<file path="config.mk">
export PLATFORM = sky130hd
export DESIGN_NAME = seven_seg_scan_driver_flat
export DESIGN_NICKNAME = d
export VERILOG_FILES = /design/src/rtl/seven_seg_scan_driver_if.sv /design/src/rtl/seven_seg_scan_driver.sv /design/src/flat_wrapper.sv
export SDC_FILE = /design/constraint.sdc
export NUM_CORES = 1
export LEC_CHECK = 0
export ABC_AREA = 1
export CORE_ASPECT_RATIO = 0.7
export CORE_UTILIZATION = 45
export DETAILED_ROUTE_END_ITERATION = 6
export DONT_BUFFER_PORTS = 1
export SLEW_MARGIN = 20
export SYNTH_ARGS = -nofsm -noshare
export SYNTH_HDL_FRONTEND = slang
export SYNTH_SLANG_ARGS = --single-unit
</file>
<file path="constraint.sdc">
create_clock -name clk -period 2.9 [get_ports clk]
set_clock_uncertainty 0.1 [all_clocks]
set_input_delay 0.58 -clock clk [delete_from_list [all_inputs] [get_ports clk]]
set_output_delay 0.58 -clock clk [all_outputs]
set_load 0.005 [all_outputs]
</file>
<file path="src/rtl/seven_seg_scan_driver_if.sv">
// seven_seg_scan_driver_if: display value/control inputs and scanned pin outputs (master drives value, dp_in, load, lz_suppress, blank; slave drives segments, dp, digit_en, frame_done)
interface seven_seg_scan_driver_if #(parameter int NUM_DIGITS = 4);
  logic [4*NUM_DIGITS-1:0] value;
  logic [NUM_DIGITS-1:0]   dp_in;
  logic                    load;
  logic                    lz_suppress;
  logic                    blank;
  logic [6:0]              segments;
  logic                    dp;
  logic [NUM_DIGITS-1:0]   digit_en;
  logic                    frame_done;
  modport master (output value, dp_in, load, lz_suppress, blank, input segments, dp, digit_en, frame_done);
  modport slave (input value, dp_in, load, lz_suppress, blank, output segments, dp, digit_en, frame_done);
endinterface

</file>
<file path="src/rtl/seven_seg_scan_driver.sv">
// seven_seg_scan_driver: time-multiplexed N-digit 7-segment driver (clk, rst_n async active-low, bus = slave side of seven_seg_scan_driver_if)
module seven_seg_scan_driver #(
  parameter int NUM_DIGITS     = 4,
  parameter int SCAN_DIV       = 50000,
  parameter int GHOST_CYCLES   = 2,
  parameter bit HEX_MODE       = 1'b0,
  parameter bit SEG_ACTIVE_LOW = 1'b0,
  parameter bit DIG_ACTIVE_LOW = 1'b1
) (
  input logic clk,
  input logic rst_n,
  seven_seg_scan_driver_if.slave bus
);
  localparam int IW = NUM_DIGITS > 1 ? $clog2(NUM_DIGITS) : 1;
  localparam int PW = $clog2(SCAN_DIV);
  localparam int VW = 4*NUM_DIGITS;
  logic [PW-1:0] presc_q, presc_d;
  logic [IW-1:0] idx_q, idx_d;
  logic [VW-1:0] pend_q, pend_d, disp_q, disp_d;
  logic [NUM_DIGITS-1:0] pdp_q, pdp_d, ddp_q, ddp_d, en_q, en_d, lead;
  logic pend_valid_q, pend_valid_d, fd_q, boundary, slot_end, lz_run, off;
  logic [6:0] seg_q, seg_d;
  logic dp_q, dp_d;
  logic [3:0] nib;
  function automatic logic [6:0] decode(input logic [3:0] n);
    case (n)
      4'h0: return 7'b1111110;
      4'h1: return 7'b0110000;
      4'h2: return 7'b1101101;
      4'h3: return 7'b1111001;
      4'h4: return 7'b0110011;
      4'h5: return 7'b1011011;
      4'h6: return 7'b1011111;
      4'h7: return 7'b1110000;
      4'h8: return 7'b1111111;
      4'h9: return 7'b1111011;
      4'hA: return HEX_MODE ? 7'b1110111 : 7'b0000000;
      4'hB: return HEX_MODE ? 7'b0011111 : 7'b0000000;
      4'hC: return HEX_MODE ? 7'b1001110 : 7'b0000000;
      4'hD: return HEX_MODE ? 7'b0111101 : 7'b0000000;
      4'hE: return HEX_MODE ? 7'b1001111 : 7'b0000000;
      default: return HEX_MODE ? 7'b1000111 : 7'b0000000;
    endcase
  endfunction
  always_comb begin
    slot_end = presc_q == PW'(SCAN_DIV-1);
    boundary = slot_end && idx_q == IW'(NUM_DIGITS-1);
    presc_d = slot_end ? '0 : presc_q + 1'b1;
    idx_d = !slot_end ? idx_q : idx_q == IW'(NUM_DIGITS-1) ? '0 : idx_q + 1'b1;
    pend_d = bus.load ? bus.value : pend_q;
    pdp_d = bus.load ? bus.dp_in : pdp_q;
    pend_valid_d = !boundary && (bus.load || pend_valid_q);
    // A load on the boundary cycle bypasses the pending register
    disp_d = !boundary ? disp_q : bus.load ? bus.value : pend_valid_q ? pend_q : disp_q;
    ddp_d = !boundary ? ddp_q : bus.load ? bus.dp_in : pend_valid_q ? pdp_q : ddp_q;
    // lead[k]: digits NUM_DIGITS-1..k are all zero with no decimal point
    lead = '0;
    lz_run = 1'b1;
    for (int k = NUM_DIGITS-1; k >= 0; k--) begin
      lz_run = lz_run & (disp_q[4*k +: 4] == 4'd0) & ~ddp_q[k];
      lead[k] = lz_run;
    end
    nib = disp_q[4*idx_q +: 4];
    off = bus.blank || (bus.lz_suppress && idx_q != '0 && lead[idx_q]);
    seg_d = off ? 7'd0 : decode(nib);
    dp_d = !off && ddp_q[idx_q];
    en_d = presc_q >= PW'(GHOST_CYCLES) ? NUM_DIGITS'(1) << idx_q : '0;
  end
  always_ff @(posedge clk or negedge rst_n)
    if (!rst_n) begin
      presc_q <= '0;
      idx_q <= '0;
      pend_q <= '0;
      pdp_q <= '0;
      pend_valid_q <= 1'b0;
      disp_q <= '0;
      ddp_q <= '0;
      seg_q <= '0;
      dp_q <= 1'b0;
      en_q <= '0;
      fd_q <= 1'b0;
    end else begin
      presc_q <= presc_d;
      idx_q <= idx_d;
      pend_q <= pend_d;
      pdp_q <= pdp_d;
      pend_valid_q <= pend_valid_d;
      disp_q <= disp_d;
      ddp_q <= ddp_d;
      seg_q <= seg_d;
      dp_q <= dp_d;
      en_q <= en_d;
      fd_q <= boundary;
    end
  assign bus.segments = seg_q ^ {7{SEG_ACTIVE_LOW}};
  assign bus.dp = dp_q ^ SEG_ACTIVE_LOW;
  assign bus.digit_en = en_q ^ {NUM_DIGITS{DIG_ACTIVE_LOW}};
  assign bus.frame_done = fd_q;
endmodule

</file>
<file path="src/flat_wrapper.sv">
// flat-port wrapper written by rule: the top's interface ports become plain ports
module seven_seg_scan_driver_flat 
#(
  parameter int NUM_DIGITS     = 4,
  parameter int SCAN_DIV       = 50000,
  parameter int GHOST_CYCLES   = 2,
  parameter bit HEX_MODE       = 1'b0,
  parameter bit SEG_ACTIVE_LOW = 1'b0,
  parameter bit DIG_ACTIVE_LOW = 1'b1
)
  (clk, rst_n, bus_value, bus_dp_in, bus_load, bus_lz_suppress, bus_blank, bus_segments, bus_dp, bus_digit_en, bus_frame_done);
  seven_seg_scan_driver_if #(.NUM_DIGITS(NUM_DIGITS)) bus_i ();
  input logic clk;
  input logic rst_n;
  input wire logic [$bits(bus_i.value)-1:0] bus_value;
  input wire logic [$bits(bus_i.dp_in)-1:0] bus_dp_in;
  input wire logic [$bits(bus_i.load)-1:0] bus_load;
  input wire logic [$bits(bus_i.lz_suppress)-1:0] bus_lz_suppress;
  input wire logic [$bits(bus_i.blank)-1:0] bus_blank;
  output wire logic [$bits(bus_i.segments)-1:0] bus_segments;
  output wire logic [$bits(bus_i.dp)-1:0] bus_dp;
  output wire logic [$bits(bus_i.digit_en)-1:0] bus_digit_en;
  output wire logic [$bits(bus_i.frame_done)-1:0] bus_frame_done;
  assign bus_i.value = bus_value;
  assign bus_i.dp_in = bus_dp_in;
  assign bus_i.load = bus_load;
  assign bus_i.lz_suppress = bus_lz_suppress;
  assign bus_i.blank = bus_blank;
  assign bus_segments = bus_i.segments;
  assign bus_dp = bus_i.dp;
  assign bus_digit_en = bus_i.digit_en;
  assign bus_frame_done = bus_i.frame_done;
  seven_seg_scan_driver #(.NUM_DIGITS(NUM_DIGITS), .SCAN_DIV(SCAN_DIV), .GHOST_CYCLES(GHOST_CYCLES), .HEX_MODE(HEX_MODE), .SEG_ACTIVE_LOW(SEG_ACTIVE_LOW), .DIG_ACTIVE_LOW(DIG_ACTIVE_LOW)) u_core (.clk(clk), .rst_n(rst_n), .bus(bus_i));
endmodule
</file>
==> flow_metrics.env <==
export IMPL_postLayoutCellArea_mm2=0.00392
export IMPL_required_ns=3.05
export IMPL_met3_usage_pct=6.59
export IMPL_yosysSeqAreaShare_pct=50.7
export IMPL_startpoint_type="register"
export IMPL_cts_tree="yes"
export IMPL_clockRootBuffer="clkbuf_16"
export IMPL_syn_area_mm2=0.00355
export IMPL_drive_gt1_share_pct=7.40
export IMPL_gr_max_usage_layer="met1"
export IMPL_die_area_mm2=0.00826
export IMPL_cts_htree_levels=3
export IMPL_worst_slack_ns=0.719
export IMPL_final_util_pct=52.3
export IMPL_p_per_area_mw_per_mm2=562
export IMPL_hp_class="input pin to asynchronous set/reset pin"
export IMPL_met2_usage_pct=26.2
export IMPL_tightest_slew_ns=0.692
export IMPL_syn_inst=441
export IMPL_min_period_over_period_pct=75.2
export IMPL_period_needed_ns=2.18
export IMPL_p_leak_nw=2.13
export IMPL_holdWs_ns=0.0354
export IMPL_rsz0062_at_grt="no"
export IMPL_synthArstFlopShare_pct=100
export IMPL_synth_top_area_share_pct=50.7
export IMPL_dpl_cell_count=527
export IMPL_ctsResizeCount=0
export IMPL_cap_viol_max_count=0
export IMPL_first_pass_iters=4
export IMPL_cts_setup_buffers=0
export IMPL_fin_setup_tns_ns=0
export IMPL_portBuffers=0
export IMPL_placed_cell_area_mm2=0.00359
export IMPL_ios=38
export IMPL_status="finished, final reports clean"
export IMPL_synth_main_ff_cell="dfrtp_1"
export IMPL_drc=0
export IMPL_routed_wl_um=7400
export IMPL_grt_first_pass_wirelength_um=12900
export IMPL_clock_path_buffers=2
export IMPL_fin_cells=544
export IMPL_cp_end_kind="register"
export IMPL_cts_buffers=9
export IMPL_synth_cell_types=28
export IMPL_dp_slack_ns=0.803
export IMPL_postRouteAntennaNets=0
export IMPL_place_hpwl_um=5320
export IMPL_cts_sinks=72
export IMPL_die_h_um=76.4
export IMPL_fmax_ghz=0.458
export IMPL_core_area_mm2=0.00748
export IMPL_start_util_pct=47.5
export IMPL_gp_congestion=0.866
export IMPL_antenna_found_initial=0
export IMPL_synth_seq_cells=72
export IMPL_worstPathArrival_ns=2.33
export IMPL_drt_iter0_markers=197
export IMPL_die_w_um=108
export IMPL_synth_area_top_cells="dfrtp_1, nand2_1, nand3_1"
export IMPL_nets=478
export IMPL_ys_top_cells_by_count="nand2_1, dfrtp_1, nor2_1"
export IMPL_maxSlewViolCount=0
export IMPL_gr_usage_met1_pct=32.6
export IMPL_via_per_inst=4.99
export IMPL_syn_avg_cell_area_um2=8.06
export IMPL_synth_most_common_cell="nand2_1"
export IMPL_critical_path_class="register to register"
export IMPL_vias=2713
export IMPL_yosys_area_top_type="dfrtp_1"
export IMPL_grt_util_all_layers_pct=20.8
export IMPL_grt_pass1_vias=2614
export IMPL_cp_max_fo=16
export IMPL_synth_edf_count=0
export IMPL_synthesis_nets=478
export IMPL_peakVddDrop_mv=0.410
export IMPL_insertion_delay_ns=0.33
export IMPL_gr_total_overflow=0
export IMPL_slew_headroom_pct=53.5
export IMPL_report_power_total_mw=2.20
export IMPL_diodes=0
export IMPL_cts_hold_fix_buffers=1
export IMPL_setup_violations=0
export IMPL_hold_viol=0
export IMPL_wl_per_cell_um=13.6
export IMPL_fill_cells=737
export IMPL_grt_max_degree=73
export IMPL_yosys_warnings=0
export IMPL_clkTransAtPathRegs_ns=0.05
export IMPL_rows=26
export IMPL_syn_to_final_growth_pct=10.2
-- power breakdown --
part / internal (mW) / leakage [nW] / switching, mW / total (mW)
combinational: 0.0171 / 1.05 / 0.0479 / 0.0650
sequential: 1.03 / 0.932 / 0.00845 / 1.04
clock: 0.710 / 0.150 / 0.383 / 1.09
total: 1.76 / 2.13 / 0.440 / 2.20
-- path summary, 6_finish.rpt --
check / slack (ns) / start / depth (start not counted) / to
max: 0.72 / u_core.idx_q[0] / 10 / u_core.bus.segments[0]
min: 0.04 / rst_n / 1 / u_core.presc_q[10]
max reg2reg: 0.72 / u_core.idx_q[0] / 10 / u_core.bus.segments[0]
min reg2reg: 0.37 / u_core.pend_q[2] / 2 / u_core.pend_q[2]
max in group asynchronous: 2.39 / rst_n / 1 / u_core.pend_q[6]
min in group clk: 0.29 / bus_load / 2 / u_core.pend_q[2]
-- cells in the final DEF (no fill, tap or decap), drive strengths merged --
| cell type | n |
|---|---|
| nand2 | 179 |
| dfrtp | 72 |
| nor2 | 47 |
| nand3 | 40 |
| inv | 36 |
| clkbuf | 13 |
| ha | 12 |
| o21ai | 7 |
| a21oi | 7 |
| nand4 | 5 |
| xor2 | 5 |
| nand3b | 5 |
| clkinv | 3 |
| nor3 | 2 |
| o21bai | 2 |
| nor4 | 2 |
| a21boi | 2 |
| or2 | 2 |
| buf | 2 |
| o31ai | 1 |
| xnor2 | 1 |
| bufinv | 1 |
-- worst max-delay path, stage by stage, from the launching register on --
cell	delay, ns
dfrtp_1	0.62
inv_2	0.22
nand2_1	0.10
nand3_1	0.07
nand2_1	0.20
inv_1	0.10
ha_1	0.21
nand3b_1	0.17
nand3_1	0.10
nand2_1	0.06
nor2_1	0.14
-- cell type report --
| cell class | instances | area, µm² | share of cell area, % |
|---|---|---|---|
| clock buffers | 13 | 260 | 6.65 |
| clock inverters | 3 | 40.0 | 1.02 |
| inverters | 37 | 140 | 3.58 |
| multi-input cells | 319 | 1520 | 38.7 |
| flip-flops and latches | 72 | 1800 | 46.0 |
| well taps | 98 | 123 | 3.13 |
| repair buffers | 2 | 35.0 | 0.895 |
-- sequential cells by signal, summed over array words and instances, names as in the netlist --
| signal | count |
|---|---|
| u_core.bus.dp | 1 |
| u_core.bus.frame_done | 1 |
| u_core.bus.segments | 7 |
| u_core.ddp_q | 4 |
| u_core.disp_q | 16 |
| u_core.en_q | 4 |
| u_core.idx_q | 2 |
| u_core.pdp_q | 4 |
| u_core.pend_q | 16 |
| u_core.pend_valid_q | 1 |
| u_core.presc_q | 16 |
-- logic make-up after synthesis --
kind of cell / share of synthesized area, %
and+or+nand+nor: 33.9
buffers and inverters: 6.65
DFF: 50.7
xor gates and xnor gates: 1.48
AOI/OAI and AO/OA: 3.03
adders and majority gates: 4.22
-- routing by layer --
metal  wire length (µm)  share of wire (%)
met3                379                5.1
met5                  0                  0
met4                 42               0.57
met1               4230                 57
met2               2740                 37
(Power assumes the default switching activity.)
